--- config.mk ---
export PLATFORM = sky130hd
export DESIGN_NAME = cpu_controller
export DESIGN_NICKNAME = d
export VERILOG_FILES = /design/src/rtl/cpu_controller.sv
export SDC_FILE = /design/constraint.sdc
export NUM_CORES = 1
export LEC_CHECK = 0
export BUFFER_PORTS_ARGS = -buffer_cell sky130_fd_sc_hd__clkbuf_2
export CAP_MARGIN = 20
export CORE_MARGIN = 4
export CORE_UTILIZATION = 40
export DETAILED_ROUTE_END_ITERATION = 10
export GPL_TIMING_DRIVEN = 0
export PLACE_DENSITY = 0.74
export SLEW_MARGIN = 0
export SYNTH_ARGS = -nofsm -noshare
export SYNTH_HDL_FRONTEND = slang
export SYNTH_SLANG_ARGS = --single-unit
export TNS_END_PERCENT = 5
--- constraint.sdc ---
create_clock -name clk -period 2.4 [get_ports clk]
set_input_delay 0.6 -clock clk [delete_from_list [all_inputs] [get_ports clk]]
set_output_delay 0.6 -clock clk [all_outputs]
set_load 0.005 [all_outputs]
--- src/rtl/cpu_controller.sv ---
// cpu_controller: multi-cycle sequencing FSM for a simple load/store core.
// Walks FETCH -> DECODE -> EXECUTE/BRANCH -> WRITEBACK and drives datapath
// strobes from the registered state (plus instr_valid while fetching).
// Optional feature: define CPU_CONTROLLER_PERF_EN to add the 32-bit
// 'retired' instruction counter output.
module cpu_controller (
    input  logic        clk,
    input  logic        rst,
    input  logic [6:0]  opcode,
    input  logic [3:0]  cond,
    input  logic        en_status,
    input  logic [3:0]  nzcv,
    input  logic        instr_valid,
    output logic        instr_req,
    output logic        load_ir,
    output logic        load_pc,
    output logic        load_a,
    output logic        load_b,
    output logic        load_s,
    output logic        load_c,
    output logic        w_en,
    output logic        sel_pc,
    output logic        sel_w,
    output logic        en_status_out,
    output logic        halted
`ifdef CPU_CONTROLLER_PERF_EN
    ,
    output logic [31:0] retired
`endif
);

    localparam logic [6:0] OP_HALT = 7'b0000001;
    localparam logic [3:0] OP_CMP  = 4'b1010;

    typedef enum logic [2:0] {
        S_FETCH,
        S_DECODE,
        S_EXECUTE,
        S_WRITEBACK,
        S_BRANCH,
        S_HALTED
    } state_e;

    state_e state_q, state_d;

    // Instruction attributes captured in DECODE so later strobes depend only
    // on registered values.
    logic cmp_q, link_q, s_q;

    logic cond_pass;
    logic is_halt;

    // ARM condition-code evaluation against {N,Z,C,V}.
    function automatic logic cond_eval(input logic [3:0] c, input logic [3:0] f);
        logic n, z, cy, v;
        {n, z, cy, v} = f;
        unique case (c)
            4'b0000: cond_eval = z;
            4'b0001: cond_eval = !z;
            4'b0010: cond_eval = cy;
            4'b0011: cond_eval = !cy;
            4'b0100: cond_eval = n;
            4'b0101: cond_eval = !n;
            4'b0110: cond_eval = v;
            4'b0111: cond_eval = !v;
            4'b1000: cond_eval = cy && !z;
            4'b1001: cond_eval = !cy || z;
            4'b1010: cond_eval = (n == v);
            4'b1011: cond_eval = (n != v);
            4'b1100: cond_eval = !z && (n == v);
            4'b1101: cond_eval = z || (n != v);
            4'b1110: cond_eval = 1'b1;
            default: cond_eval = 1'b0;
        endcase
    endfunction

    assign cond_pass = cond_eval(cond, nzcv);
    assign is_halt   = (opcode == OP_HALT);

    // State register; reset returns to FETCH from any state, HALTED included.
    // NOTE: sequential state uses non-blocking assignments only, so every
    // flop samples pre-edge values regardless of block ordering.
    always_ff @(posedge clk) begin
        if (rst) state_q <= S_FETCH;
        else     state_q <= state_d;
    end

    // Latch the instruction attributes needed after DECODE.
    always_ff @(posedge clk) begin
        if (rst) begin
            cmp_q  <= 1'b0;
            link_q <= 1'b0;
            s_q    <= 1'b0;
        end else if (state_q == S_DECODE) begin
            cmp_q  <= (opcode[3:0] == OP_CMP);
            link_q <= opcode[2];
            s_q    <= en_status;
        end
    end

    // Next-state and strobe decode; reset forces every output low.
    // NOTE: every output gets a default before the case, so no path can
    // leave one unassigned and infer a latch.
    always_comb begin
        state_d       = state_q;
        instr_req     = 1'b0;
        load_ir       = 1'b0;
        load_pc       = 1'b0;
        load_a        = 1'b0;
        load_b        = 1'b0;
        load_s        = 1'b0;
        load_c        = 1'b0;
        w_en          = 1'b0;
        sel_pc        = 1'b0;
        sel_w         = 1'b0;
        en_status_out = 1'b0;
        halted        = 1'b0;

        unique case (state_q)
            S_FETCH: begin
                instr_req = 1'b1;
                if (instr_valid) begin
                    load_ir = 1'b1;
                    load_pc = 1'b1;
                    state_d = S_DECODE;
                end
            end
            S_DECODE: begin
                load_a = 1'b1;
                load_b = 1'b1;
                load_s = 1'b1;
                if (is_halt)         state_d = S_HALTED;
                else if (!cond_pass) state_d = S_FETCH;
                else if (opcode[6])  state_d = S_BRANCH;
                else                 state_d = S_EXECUTE;
            end
            S_EXECUTE: begin
                load_c        = 1'b1;
                en_status_out = cmp_q | s_q;
                state_d       = cmp_q ? S_FETCH : S_WRITEBACK;
            end
            S_WRITEBACK: begin
                w_en    = 1'b1;
                state_d = S_FETCH;
            end
            S_BRANCH: begin
                load_pc = 1'b1;
                sel_pc  = 1'b1;
                w_en    = link_q;
                sel_w   = link_q;
                state_d = S_FETCH;
            end
            S_HALTED: begin
                halted = 1'b1;
            end
            default: begin
                state_d = S_FETCH;
            end
        endcase

        if (rst) begin
            instr_req     = 1'b0;
            load_ir       = 1'b0;
            load_pc       = 1'b0;
            load_a        = 1'b0;
            load_b        = 1'b0;
            load_s        = 1'b0;
            load_c        = 1'b0;
            w_en          = 1'b0;
            sel_pc        = 1'b0;
            sel_w         = 1'b0;
            en_status_out = 1'b0;
            halted        = 1'b0;
        end
    end

`ifdef CPU_CONTROLLER_PERF_EN
    logic [31:0] retired_q;
    logic        retire;

    // An instruction retires on WRITEBACK, BRANCH, CMP in EXECUTE, or when
    // its condition fails in DECODE (HALT never retires).
    assign retire = ((state_q == S_DECODE) && !is_halt && !cond_pass)
                  || (state_q == S_WRITEBACK)
                  || (state_q == S_BRANCH)
                  || ((state_q == S_EXECUTE) && cmp_q);

    // Free-running retire counter, wraps naturally at 2^32.
    always_ff @(posedge clk) begin
        if (rst)         retired_q <= 32'd0;
        else if (retire) retired_q <= retired_q + 32'd1;
    end

    assign retired = rst ? 32'd0 : retired_q;
`endif

endmodule

==> metrics <==
row count=13; relative slew slack=0.581; post-CTS setup repair buffer count=0; mean post-synth cell area=6.96 µm²; initial antenna violation count=0; Post-Route WL=1.36 mm; register area share after synthesis=0.211; Post-synth EDFFs=0; CTS sink cnt=6; CP arrival=1.55 ns; drc violations=0; ys async rst share=0; Hold Fails Final Rpt=0; largest net degree at the start of global routing=11; reg2reg path depth=4; vias=693; Clock Latency Late Sink=0.25 ns; Max Clock Freq=465 MHz; Worst setup EP type=output port; Pleak=0.346 nW; synth unique cells=35; full die area=0.00209 mm²; CTS buffer count=3; HP Class=reg -> reg; placed inst area=729 µm²; Crit Path Max Fanout=9; global-route wire length before repair=2.28 mm; Core Box Area=0.00132 mm²; drt first pass iters=4; fin area=752 µm²; Place WS=0.241 ns; clk slew on worst S/H paths=0.05 ns; most area-consuming cells after synthesis=dfxtp_1 21%, a21oi_1 7.0%, nor2_1 5.9%; Finish-stage setup viols=0; total power=0.297 mW; CTS tree=done; mapped cell area=571 µm²; Max Clock Skew=0.00724 ns; FF-to-FF Start=state_q[0]$_SDFFE_PP0P_; worst hold path depth=2; fraction of layout cells with a size suffix above 1=0.336; Req. time, crit path=1.80 ns; power density over cell area=395 mW/mm²; Setup TNS=0 ns; # Max-Cap Violations=0; area fraction of the dominant cell type after synthesis=0.211; Synth Net Count=101; count of input and output buffers=28; RSZ-0062 raised after global routing=false; vias per inst=5.41; GRT overflow=0; number of global-route vias before repair=616; post-synthesis cell count=82; WS Path Type=in -> out; leading area contributor after synthesis=dfxtp_1; Worst Tran Pin Value=0.613 ns; CTS max path bufs=2; Hold Buf Count CTS=0; register bit total from synthesis=6; Routed WL per cell=10.7 µm; commonest cells in the netlist=9 x nor2_1, 8 x a21oi_1, 8 x nand2_1; die span in y=45.8 µm; fin crit period=2.15 ns; slack of the worst reg-to-reg path=0.88 ns; VDD IR-drop max=0.167 mV; Initial Util=0.433; antenna fix cells=0; status=completed; Worst Setup Slack, final=0.252 ns; post-route ant nets=0; Detailed Route Iter0 Violations=13; Root Buffer=clkbuf_4; Max Transition Viols Final=0; CP startpoint=rst; GRT Util Overall=0.145; most common cell in the synthesized netlist=nor2_1; Fill cells=134; Synthesis Warnings=0; Worst Setup Start Kind=input port; Final Cycle Share=0.895; NumNets Final=134; # H-tree levels=1; hold_sp=s_q$_SDFFE_PP0N_; I/O pin total=31; synthesis-to-layout area growth=31.8%; worst hold slack=0.462 ns; die width=45.8 µm; post_cts resized=0; Post-synth top flop=dfxtp_1; routability cong.=0.764; final HPWL from detailed placement=1.13 mm
worst max-delay path, cell delays in order:
cell,delay (ns)
clkbuf_1,0.18
or3_1,0.40
nor2_1,0.13
and2_1,0.13
clkbuf_2,0.11
per-layer routing:
layer / global-route usage / wire length, µm / vias to the layer above / share of wire
li1: - / - / 361 / -
met1: 0.182 / 585 / 301 / 0.43
met2: 0.226 / 633 / 26 / 0.46
met3: 0.0158 / 103 / 5 / 0.076
met4: 0.102 / 42 / 0 / 0.031
met5: 0 / 0 / - / 0
cell families after synthesis:
group | synth area share
simple gates | 0.388
compound gates | 0.237
buf+inv | 0.0833
flops | 0.211
xor+xnor | 0.0461
mux | 0.0351
worst paths after layout:
path	end
max	load_ir
max reg2reg	state_q[1]$_SDFFE_PP0P_
min reg2reg	s_q$_SDFFE_PP0N_
min	s_q$_SDFFE_PP0N_
state kept, by name (all words and copies together), names as in the netlist:
name,cells
cmp_q,1
link_q,1
s_q,1
state_q,3
placed cells by master (no fill, tap or decap):
cell type	count
clkbuf_2	28
nor2_1	9
nand2_1	8
a21oi_1	8
dfxtp_1	6
nand3_1	5
nor3_1	4
inv_1	3
or3_1	3
o21ai_0	3
buf_4	3
clkbuf_4	3
buf_2	2
and2_1	2
mux2i_1	2
nor2b_1	2
xnor2_1	2
clkbuf_1	1
nor3b_1	1
o21a_1	1
nor4_1	1
a2111oi_0	1
or4b_1	1
nor3_2	1
o21ai_1	1
a31o_1	1
nand3b_1	1
xor2_1	1
nor4b_1	1
a21o_1	1
nor4bb_1	1
a31oi_1	1
a211oi_2	1
and3b_1	1
a22oi_1	1
o31ai_1	1
a41oi_1	1
power breakdown:
group          switching [mW]  internal [mW]
registers             0.00404          0.106
clock network          0.0365         0.0566
logic                  0.0497         0.0444
metrics by stage:
step	std cells	utilization
6_report	128	0.571
5_1_grt	128	0.571
4_1_cts	128	0.571
3_5_place_dp	125	0.554
3_3_place_gp	125	0.554
2_1_floorplan	82	-
cell type report:
| cell class | instances | area, µm² | area share |
|---|---|---|---|
| multi-input combinational | 67 | 403 | 0.536 |
| timing repair buffer | 28 | 140 | 0.186 |
| sequential | 6 | 120 | 0.160 |
| buffer | 6 | 36.3 | 0.0483 |
| clock buffer | 3 | 22.5 | 0.0300 |
| tap | 15 | 18.8 | 0.0250 |
| inverter | 3 | 11.3 | 0.0150 |
Note: power is estimated with default switching activity, not from simulation.
